<file path="config.mk">
export PLATFORM = sky130hd
export DESIGN_NAME = crossbar_out_port_ctrl
export DESIGN_NICKNAME = d
export VERILOG_FILES = /design/src/rtl/crossbar_out_port_ctrl_pkg.sv /design/src/rtl/crossbar_out_reg_slice.sv /design/src/rtl/crossbar_out_port_ctrl.sv
export SDC_FILE = /design/constraint.sdc
export NUM_CORES = 1
export LEC_CHECK = 0
export ABC_AREA = 0
export CORE_AREA = 2 2 150 152
export CTS_CLUSTER_DIAMETER = 40
export CTS_CLUSTER_SIZE = 16
export DETAILED_ROUTE_END_ITERATION = 16
export DIE_AREA = 0 0 152 154
export GPL_TIMING_DRIVEN = 0
export PLACE_DENSITY = 0.56
export SLEW_MARGIN = 20
export SYNTH_ARGS = -nofsm -noshare
export SYNTH_HDL_FRONTEND = slang
export SYNTH_SLANG_ARGS = --single-unit
</file>
<file path="constraint.sdc">
create_clock -name i_clk -period 8.52 [get_ports i_clk]
set_clock_uncertainty 0.1 [all_clocks]
set_input_delay 1.704 -clock i_clk [delete_from_list [all_inputs] [get_ports i_clk]]
set_output_delay 1.704 -clock i_clk [all_outputs]
set_load 0.05 [all_outputs]
</file>
<file path="src/rtl/crossbar_out_port_ctrl_pkg.sv">
// Shared crossbar definitions: FSM encodings, grant timeout and a one-hot helper.
package crossbar_out_port_ctrl_pkg;

    typedef enum logic [1:0] {
        ST_IDLE     = 2'd0,
        ST_REQ      = 2'd1,
        ST_WAIT_GNT = 2'd2,
        ST_XFER     = 2'd3
    } xbar_state_e;

    // Cycles spent in WAIT_GNT before the request is abandoned (fits the 4-bit counter).
    localparam int P_GNT_TIMEOUT = 15;

    // Widest vector the one-hot helper accepts; callers zero-extend to this width.
    localparam int ONEHOT_MAX_W = 32;

    // True when exactly one bit of vec is set.
    function automatic logic is_onehot(input logic [ONEHOT_MAX_W-1:0] vec);
        logic [ONEHOT_MAX_W-1:0] one;
        one = {{(ONEHOT_MAX_W-1){1'b0}}, 1'b1};
        return (vec != '0) && ((vec & (vec - one)) == '0);
    endfunction

endpackage

</file>
<file path="src/rtl/crossbar_out_reg_slice.sv">
// Single-entry valid/ready output register carrying data, keep and last.
module crossbar_out_reg_slice #(
    parameter int P_DATA_WIDTH = 64,
    parameter int P_KEEP_WIDTH = P_DATA_WIDTH / 8
) (
    input  logic                    i_clk,
    input  logic                    i_rst,
    input  logic                    i_load,
    input  logic [P_DATA_WIDTH-1:0] i_data,
    input  logic [P_KEEP_WIDTH-1:0] i_keep,
    input  logic                    i_last,
    input  logic                    i_ready,
    output logic                    o_valid,
    output logic [P_DATA_WIDTH-1:0] o_data,
    output logic [P_KEEP_WIDTH-1:0] o_keep,
    output logic                    o_last
);

    logic                    valid_q, valid_d;
    logic [P_DATA_WIDTH-1:0] data_q,  data_d;
    logic [P_KEEP_WIDTH-1:0] keep_q,  keep_d;
    logic                    last_q,  last_d;

    // Load wins over drain; the payload only changes on a load so it holds under stall.
    always_comb begin
        valid_d = valid_q;
        data_d  = data_q;
        keep_d  = keep_q;
        last_d  = last_q;
        if (i_load) begin
            valid_d = 1'b1;
            data_d  = i_data;
            keep_d  = i_keep;
            last_d  = i_last;
        end else if (i_ready) begin
            valid_d = 1'b0;
        end
    end

    // Output register; reset drops any held beat.
    always_ff @(posedge i_clk or posedge i_rst) begin
        if (i_rst) begin
            valid_q <= 1'b0;
            data_q  <= '0;
            keep_q  <= '0;
            last_q  <= 1'b0;
        end else begin
            valid_q <= valid_d;
            data_q  <= data_d;
            keep_q  <= keep_d;
            last_q  <= last_d;
        end
    end

    assign o_valid = valid_q;
    assign o_data  = data_q;
    assign o_keep  = keep_q;
    assign o_last  = last_q;

endmodule

</file>
<file path="src/rtl/crossbar_out_port_ctrl.sv">
// Output-port controller: snapshots requesting channels, arbitrates once per
// packet, then streams the granted channel through a registered output stage.
module crossbar_out_port_ctrl
    import crossbar_out_port_ctrl_pkg::*;
#(
    parameter int P_CHANNEL_NUM = 4,
    parameter int P_DATA_WIDTH  = 64,
    parameter int P_KEEP_WIDTH  = P_DATA_WIDTH / 8
) (
    input  logic                                  i_clk,
    input  logic                                  i_rst,
    input  logic [P_CHANNEL_NUM-1:0]              i_ch_valid,
    input  logic [P_CHANNEL_NUM*P_DATA_WIDTH-1:0] i_ch_data,
    input  logic [P_CHANNEL_NUM*P_KEEP_WIDTH-1:0] i_ch_keep,
    input  logic [P_CHANNEL_NUM-1:0]              i_ch_last,
    output logic [P_CHANNEL_NUM-1:0]              o_ch_ready,
    output logic [P_CHANNEL_NUM-1:0]              o_arb_req,
    output logic                                  o_arb_req_valid,
    input  logic [P_CHANNEL_NUM-1:0]              i_arb_grant,
    input  logic                                  i_arb_grant_valid,
    output logic                                  o_arb_reset_priority,
    input  logic                                  i_prio_clr,
    output logic                                  o_out_valid,
    output logic [P_DATA_WIDTH-1:0]               o_out_data,
    output logic [P_KEEP_WIDTH-1:0]               o_out_keep,
    output logic                                  o_out_last,
    input  logic                                  i_out_ready,
    output logic                                  o_busy,
    output logic                                  o_err_gnt
);

    xbar_state_e              state_q, state_d;
    logic [P_CHANNEL_NUM-1:0] req_q,   req_d;
    logic [P_CHANNEL_NUM-1:0] sel_q,   sel_d;
    logic [3:0]               cnt_q,   cnt_d;
    logic                     prio_q;

    logic                     grant_good;
    logic                     timeout_hit;
    logic                     slot_free;
    logic [P_CHANNEL_NUM-1:0] ch_ready;
    logic                     accept;
    logic [P_DATA_WIDTH-1:0]  mux_data;
    logic [P_KEEP_WIDTH-1:0]  mux_keep;
    logic                     mux_last;

    logic [P_DATA_WIDTH-1:0]  ch_data_masked [P_CHANNEL_NUM];
    logic [P_KEEP_WIDTH-1:0]  ch_keep_masked [P_CHANNEL_NUM];

    // A grant is usable only if it names exactly one channel we actually asked for.
    assign grant_good  = is_onehot(ONEHOT_MAX_W'(i_arb_grant)) &&
                         ((i_arb_grant & req_q) == i_arb_grant);
    assign timeout_hit = (cnt_q == 4'(P_GNT_TIMEOUT));
    assign slot_free   = !o_out_valid || i_out_ready;
    assign accept      = |(i_ch_valid & ch_ready);

    // Per-channel masking by the one-hot selection, OR-reduced below.
    generate
        for (genvar gi = 0; gi < P_CHANNEL_NUM; gi++) begin : g_mux
            assign ch_data_masked[gi] = sel_q[gi] ? i_ch_data[gi*P_DATA_WIDTH +: P_DATA_WIDTH] : '0;
            assign ch_keep_masked[gi] = sel_q[gi] ? i_ch_keep[gi*P_KEEP_WIDTH +: P_KEEP_WIDTH] : '0;
        end
    endgenerate

    // One-hot AND-OR mux of the selected channel's payload.
    always_comb begin
        mux_data = '0;
        mux_keep = '0;
        for (int k = 0; k < P_CHANNEL_NUM; k++) begin
            mux_data = mux_data | ch_data_masked[k];
            mux_keep = mux_keep | ch_keep_masked[k];
        end
    end
    assign mux_last = |(i_ch_last & sel_q);

    // FSM state register with the request snapshot, selection and grant timer.
    always_ff @(posedge i_clk or posedge i_rst) begin
        if (i_rst) begin
            state_q <= ST_IDLE;
            req_q   <= '0;
            sel_q   <= '0;
            cnt_q   <= '0;
        end else begin
            state_q <= state_d;
            req_q   <= req_d;
            sel_q   <= sel_d;
            cnt_q   <= cnt_d;
        end
    end

    // Next-state logic; a grant arriving together with the timeout still wins.
    always_comb begin
        state_d = state_q;
        req_d   = req_q;
        sel_d   = sel_q;
        cnt_d   = '0;
        unique case (state_q)
            ST_IDLE: begin
                if (|i_ch_valid) begin
                    req_d   = i_ch_valid;
                    state_d = ST_REQ;
                end
            end
            ST_REQ: begin
                state_d = ST_WAIT_GNT;
            end
            ST_WAIT_GNT: begin
                cnt_d = cnt_q + 4'd1;
                if (i_arb_grant_valid) begin
                    if (grant_good) begin
                        sel_d   = i_arb_grant;
                        state_d = ST_XFER;
                    end else begin
                        state_d = ST_IDLE;
                    end
                end else if (timeout_hit) begin
                    state_d = ST_IDLE;
                end
            end
            ST_XFER: begin
                if (accept && mux_last) begin
                    state_d = ST_IDLE;
                end
            end
            default: state_d = ST_IDLE;
        endcase
    end

    // Moore/Mealy outputs decoded from the current state.
    always_comb begin
        o_arb_req       = '0;
        o_arb_req_valid = 1'b0;
        ch_ready        = '0;
        o_err_gnt       = 1'b0;
        o_busy          = (state_q != ST_IDLE);
        unique case (state_q)
            ST_REQ: begin
                o_arb_req       = req_q;
                o_arb_req_valid = 1'b1;
            end
            ST_WAIT_GNT: begin
                o_arb_req = req_q;
                o_err_gnt = i_arb_grant_valid ? !grant_good : timeout_hit;
            end
            ST_XFER: begin
                ch_ready = slot_free ? sel_q : '0;
            end
            default: ;
        endcase
    end
    assign o_ch_ready = ch_ready;

    // Priority-clear request to the arbiter, delayed one cycle.
    always_ff @(posedge i_clk or posedge i_rst) begin
        if (i_rst) begin
            prio_q <= 1'b0;
        end else begin
            prio_q <= i_prio_clr;
        end
    end
    assign o_arb_reset_priority = prio_q;

    crossbar_out_reg_slice #(
        .P_DATA_WIDTH (P_DATA_WIDTH),
        .P_KEEP_WIDTH (P_KEEP_WIDTH)
    ) u_out_slice (
        .i_clk   (i_clk),
        .i_rst   (i_rst),
        .i_load  (accept),
        .i_data  (mux_data),
        .i_keep  (mux_keep),
        .i_last  (mux_last),
        .i_ready (i_out_ready),
        .o_valid (o_out_valid),
        .o_data  (o_out_data),
        .o_keep  (o_out_keep),
        .o_last  (o_out_last)
    );

endmodule

</file>
==> flow_summary.toml, run 1 <==
[worst_setup_path]
endpoint_kind = "output pin"
path_class = "primary input to output pin"
cp_max_fo = 4
worstPathRequired_ps = 6720
worstPathCellList = "clkdlybuf4s50_1, nand3b_1, a211oi_1, nor3_1, o21a_1, clkdlybuf4s50_1"
critPathSlowestCell = "clkdlybuf4s50_1"
path_buf_inv = 2
crit_family = "buffers and inverters"
cpPeakStageDelay_ps = 700
crit_path_frequent_cell = "clkdlybuf4s50_1"
cp.arrival_ps = 3660
start_kind = "primary input"

[clocking]
cts.sinks = 89
root_buffer = "clkbuf_16"
cts-resized-gates = 0
cts_made_buffers = 9
clkTransAtPathRegs_ps = 60
cts_max_level = 3
clock_latency_ps = 340
post-cts-setup-buffers = 0
cts_tree = "yes"
cts_hold_buf = 0
ctsLongestPathBuffers = 2

[synth]
synth_seq_cells = 89
synth_edf_count = 0
synthXorXnorAreaFrac_pct = 0.362
synth_ff_type = "dfrtp_1"
ys_warn_count = 0
synthSimpleGateAreaFrac_pct = 8.90
synth_nets = 801
synth_area_mm2 = 0.00484
yosysSeqAreaShare_pct = 46.0
synthAdderAreaFrac_pct = 1.29
synth_top_family_by_area = "compound AO/OA/AOI/OAI gates"
ys_types = 34
synth_mux_area_share_pct = 1.16
yosysTopAreaCell = "dfrtp_1"
ys_top_cells_by_area = "dfrtp_1, a22o_1, a221oi_1"
synth_compound_gate_area_share_pct = 37.3
netlist_instances = 491
async_flop_share_pct = 100
yosysTopAreaCellShare_pct = 46.0
synth_area_per_cell_um2 = 9.85

[detailed_routing]
ant_nets = 0
wl_um = 26100
dr.pass1.iters = 4
drc = 0
via_per_inst = 4.95
routedWlPerCell_um = 22.2
drt_iter0_drc = 357
vias = 5823

[global_routing]
grt-ovfl-total = 0
antenna_found_initial = 0
grt_start_max_net_pins = 53
grt_pass1_vias = 6150
grtUsageTotal_pct = 21.8
grt_pass1_wl_um = 38700

[power]
p_leak_nw = 3.74
cellPowerDensity_mw_per_mm2 = 346
irDropWorstVdd_mv = 0.143
fin_total_pwr_mw = 3.25

[timing]
fin_hold_ws_ps = 365
fin_crit_ps = 5460
fin_tns_setup_ps = 0
final-hold-violation-count = 0
rsz0062_at_grt = "false"
fmax_mhz = 183
slew_headroom_pct = 35.1
tightestPinTransition_ps = 974
slew_violations = 0
finalCritPeriodShare_pct = 64.1
layout_setup_ws_ps = 3060
setup_viol = 0

[min_path]
hold_path_class = "flop to flop"

[layout]
fin_util_pct = 43.4
multi_input_area_mm2 = 0.00237
antenna_cells = 0
final_nets = 1203
syn_to_final_growth_pct = 94.4
drive_gt1_share_pct = 4.01
fill_cells = 2205
seq_area_mm2 = 0.00223

[floorplan]
dieArea_mm2 = 0.0234
die_y_um = 154
ios = 391
initial_core_util_pct = 22.3
rows = 54
dieWidth_um = 152
core_mm2 = 0.0217

[place]
io_buffer_count = 390
gp_congestion = 0.779
dp_slack_ps = 3060
dp_hpwl_um = 20700

[job]
maxCapViolCount = 0

[run_status]
status = "complete, no violations"
-- flip-flops by register name, summed over array words and instances, names as in the netlist --
| signal | cells |
|---|---|
| u_out_slice.o_data | 64 |
| req_q | 4 |
| cnt_q | 4 |
| sel_q | 4 |
| u_out_slice.o_last | 1 |
| u_out_slice.o_keep | 8 |
| o_arb_reset_priority | 1 |
| u_out_slice.o_valid | 1 |
| state_q | 2 |
-- final timing paths --
| kind | to | slack, ps | depth (start not counted) | startpoint |
|---|---|---|---|---|
| max in group asynchronous | u_out_slice.o_data[38]$_DFFE_PP0P_ | 6070 | 3 | i_rst |
| min reg2reg | cnt_q[0]$_DFF_PP0_ | 360 | 1 | cnt_q[0]$_DFF_PP0_ |
| max reg2reg | u_out_slice.o_data[47]$_DFFE_PP0P_ | 6320 | 4 | sel_q[1]$_DFFE_PP0P_ |
| max | o_err_gnt | 3060 | 6 | i_arb_grant[2] |
| min | cnt_q[0]$_DFF_PP0_ | 360 | 1 | cnt_q[0]$_DFF_PP0_ |
| min in group asynchronous | u_out_slice.o_data[6]$_DFFE_PP0P_ | 1640 | 2 | i_rst |
-- report_power, final --
group / switching [mW] / leakage (nW) / internal (mW)
sequential: 0.116 / 1.18 / 0.615
combinational: 1.36 / 2.43 / 0.772
clock: 0.164 / 0.133 / 0.226
total: 1.64 / 3.74 / 1.61
-- cell usage in the layout (no fill, tap or decap), types with 5 or more instances in the layout --
| cell | count |
|---|---|
| a22o_1 | 78 |
| a221oi_1 | 72 |
| buf_2 | 8 |
| ha_1 | 5 |
| and3_1 | 5 |
| clkbuf_1 | 28 |
| dfrtp_1 | 89 |
| clkbuf_16 | 9 |
| mux2_2 | 5 |
| nand2_1 | 74 |
| buf_4 | 5 |
| and2_1 | 7 |
| buf_1 | 10 |
| clkdlybuf4s50_1 | 390 |
| o21ai_0 | 72 |
-- per-layer routing --
| layer | track usage, % | up-vias | wire length, um |
|---|---|---|---|
| met5 | 0 | - | 0 |
| met4 | 5.43 | 0 | 449 |
| met3 | 5.98 | 21 | 1700 |
| met2 | 38.6 | 257 | 13100 |
| met1 | 26.3 | 2811 | 10900 |
| li1 | - | 2734 | - |
-- area by class of cell --
| cell class | count | area share [%] |
|---|---|---|
| Timing Repair Buffer | 391 | 41.8 |
| Multi-Input combinational cell | 348 | 25.2 |
| Sequential cell | 89 | 23.7 |
| Tap cell | 280 | 3.73 |
| Clock buffer | 12 | 2.51 |
| Buffer | 49 | 2.34 |
| Clock inverter | 3 | 0.452 |
| Inverter | 5 | 0.253 |
-- per-stage QoR --
step	cell area, um2	instances
floorplan	4840	491
global placement	9090	1161
detailed placement	9130	1162
CTS	9400	1177
global route	9400	1177
finish	9400	1177
-- synthesized netlist by cell type (2+ instances only) --
cell type / count
buf_2: 8
and3_1: 5
dfrtp_1: 89
a22o_1: 78
nand3b_1: 4
a22oi_1: 2
ha_1: 5
nand2b_1: 2
clkbuf_1: 25
nor2_1: 2
buf_4: 5
mux2_2: 5
o31ai_1: 4
inv_1: 5
and2_1: 7
a211oi_1: 2
nand3_1: 2
buf_1: 10
a221oi_1: 72
o21ai_0: 72
nand2_1: 74
-- worst register-to-register path: stages (launching register included) --
cell and delay, ps:
dfrtp_1 420, clkbuf_1 590, clkbuf_1 550, a221oi_1 270, o21ai_0 190
-- logic make-up after synthesis --
kind of cell | count (synthesis)
fa+ha+maj | 5
compound gates | 237
mux | 5
simple gates | 99
xor+xnor | 2
flops | 89
buf+inv | 54
Power figures use the tool's default switching activity.
==> run 2: changes to the inputs <==
--- a/config.mk
+++ b/config.mk
@@ -6,13 +6,13 @@
 export NUM_CORES = 1
 export LEC_CHECK = 0
 export ABC_AREA = 0
-export CORE_AREA = 2 2 150 152
+export CORE_AREA = 2 2 151 153
 export CTS_CLUSTER_DIAMETER = 40
 export CTS_CLUSTER_SIZE = 16
 export DETAILED_ROUTE_END_ITERATION = 16
-export DIE_AREA = 0 0 152 154
+export DIE_AREA = 0 0 153 155
 export GPL_TIMING_DRIVEN = 0
-export PLACE_DENSITY = 0.56
+export PLACE_DENSITY = 0.58
 export SLEW_MARGIN = 20
 export SYNTH_ARGS = -nofsm -noshare
 export SYNTH_HDL_FRONTEND = slang
==> constraint.sdc (replaced) <==
create_clock -name i_clk -period 4.79 [get_ports i_clk]
set_clock_uncertainty 0.1 [all_clocks]
set_input_delay 0.958 -clock i_clk [delete_from_list [all_inputs] [get_ports i_clk]]
set_output_delay 0.958 -clock i_clk [all_outputs]
set_load 0.05 [all_outputs]
==> run 2 against run 1 <==
  * Design area up 0.41%
  * Largest cell class unchanged
  * Non-clock buffer count unchanged
  * Total power up 80%
  * Count of clock-buffer cells in the layout unchanged
  * Worst setup slack worse by 2300 ps
  * Clock power up 98%
  * Critical path depth down 2
  * Via count up 0.82%
==> flow_summary.toml, run 2 (synthesized netlist as in run 1, its figures left out) <==
[detailed_routing]
routedWlPerCell_um = 22.1
dr_wl_met3_um = 1790
dr.pass1.iters = 4
vias = 5871
drt_iter0_drc = 318
via_per_inst = 4.97
topRoutingLayerUsed = "met4"
met2_length_um = 12800
ant_nets = 0
wl_um = 26200
wl_met1_um = 11100
drc = 0

[floorplan]
ios = 391
rows = 55
core_mm2 = 0.0222
die_y_um = 155
initial_core_util_pct = 21.8
dieWidth_um = 153
dieArea_mm2 = 0.0237

[clocking]
clock_latency_ps = 340
root_buffer = "clkbuf_16"
cts_max_level = 3
cts-resized-gates = 0
post-cts-setup-buffers = 0
cts_hold_buf = 0
clkTransAtPathRegs_ps = 70
cts.sinks = 89
cts_made_buffers = 9
ctsLongestPathBuffers = 2
cts_tree = "yes"

[worst_setup_path]
worstPathRequired_ps = 3730
crit_path_frequent_cell = "clkbuf_1"
rr_startpoint = "sel_q[1]$_DFFE_PP0P_"
crit_start = "sel_q[1]$_DFFE_PP0P_"
endpoint_kind = "output pin"
timing.rr.end = "u_out_slice.o_data[56]$_DFFE_PP0P_"
critPathSlowestCell = "clkdlybuf4s50_1"
path_buf_inv = 3
cp_max_fo = 10
reg2reg_setup_slack_ps = 2570
cpPeakStageDelay_ps = 800
reg2reg_depth = 4
path_class = "flop to output pin"
cp.arrival_ps = 3000
crit_family = "buffers and inverters"
worstPathCellList = "clkbuf_1, clkbuf_1, and3_1, clkdlybuf4s50_1"
start_kind = "flop"

[timing]
setup_viol = 0
fin_crit_ps = 4060
slew_violations = 0
rsz0062_at_grt = "false"
tightestPinTransition_ps = 996
slew_headroom_pct = 33.6
finalCritPeriodShare_pct = 84.7
fmax_mhz = 246
final-hold-violation-count = 0

[min_path]
holdPathStages = 1
hold_path_end = "cnt_q[0]$_DFF_PP0_"
hold_path_class = "flop to flop"
min_from = "cnt_q[0]$_DFF_PP0_"

[place]
dp_hpwl_um = 20400
gp_congestion = 0.782
io_buffer_count = 390

[layout]
largest_reg_flops = 64
syn_to_final_growth_pct = 95.2
fin_util_pct = 42.5
final_nets = 1203
antenna_cells = 0
most-common-layout-cells = "clkdlybuf4s50_1, dfrtp_1, a22o_1"
drive_gt1_share_pct = 4.12
final_common_cell = "clkdlybuf4s50_1"

[job]
maxCapViolCount = 0

[global_routing]
grt_pass1_vias = 6053
antenna_found_initial = 0
grtUsageTotal_pct = 21.3
grt_start_max_net_pins = 52
grt-ovfl-total = 0
grt_pass1_wl_um = 38200

[power]
fin_total_pwr_mw = 5.85
cellPowerDensity_mw_per_mm2 = 620
p_leak_nw = 3.76
irDropWorstVdd_mv = 0.264

[run_status]
status = "complete, no violations"
==> run 2: metal layers <==
metal	global-route usage, %	vias to the layer above
li1	-	2733
met1	26.6	2832
met2	36.9	281
met3	4.93	25
met4	5.95	0
met5	0	-
==> run 2: cell type report <==
class,instances,area [um2]
sequential,89,2230
buffer,49,220
clock buffer,12,246
inverter,5,23.8
timing repair buffer,391,3930
clock inverter,3,65.1
multi-input combinational,348,2370
tap,285,357
fill,2199,12800
==> run 2: metrics by stage <==
stage | hold slack [ps] | setup TNS, ps | setup slack [ps] | instances | instance area, um2
after global placement | 355 | -20020 | -237 | 1166 | 9100
after detailed placement | 354 | 0 | 812 | 1167 | 9130
after floorplan | 331 | 0 | 1430 | 491 | 4840
after global routing | 388 | 0 | 586 | 1182 | 9440
final | 363 | 0 | 732 | 1182 | 9440
after CTS | 364 | 0 | 653 | 1182 | 9440
==> run 2: worst max path at each step <==
stage | cells after the start | slack, ps | end
floorplan | 1 | 1430 | cnt_q[0]$_DFF_PP0_
global placement | 2 | -240 | cnt_q[1]$_DFF_PP0_
detailed placement | 6 | 810 | o_err_gnt
CTS | 4 | 650 | o_ch_ready[1]
global route | 4 | 590 | o_ch_ready[1]
finish | 4 | 730 | o_ch_ready[1]
==> run 2: where the power goes <==
| group | internal [mW] | switching [mW] | total, mW |
|---|---|---|---|
| logic | 1.37 | 2.41 | 3.78 |
| registers | 1.09 | 0.207 | 1.30 |
| clock network | 0.469 | 0.303 | 0.772 |
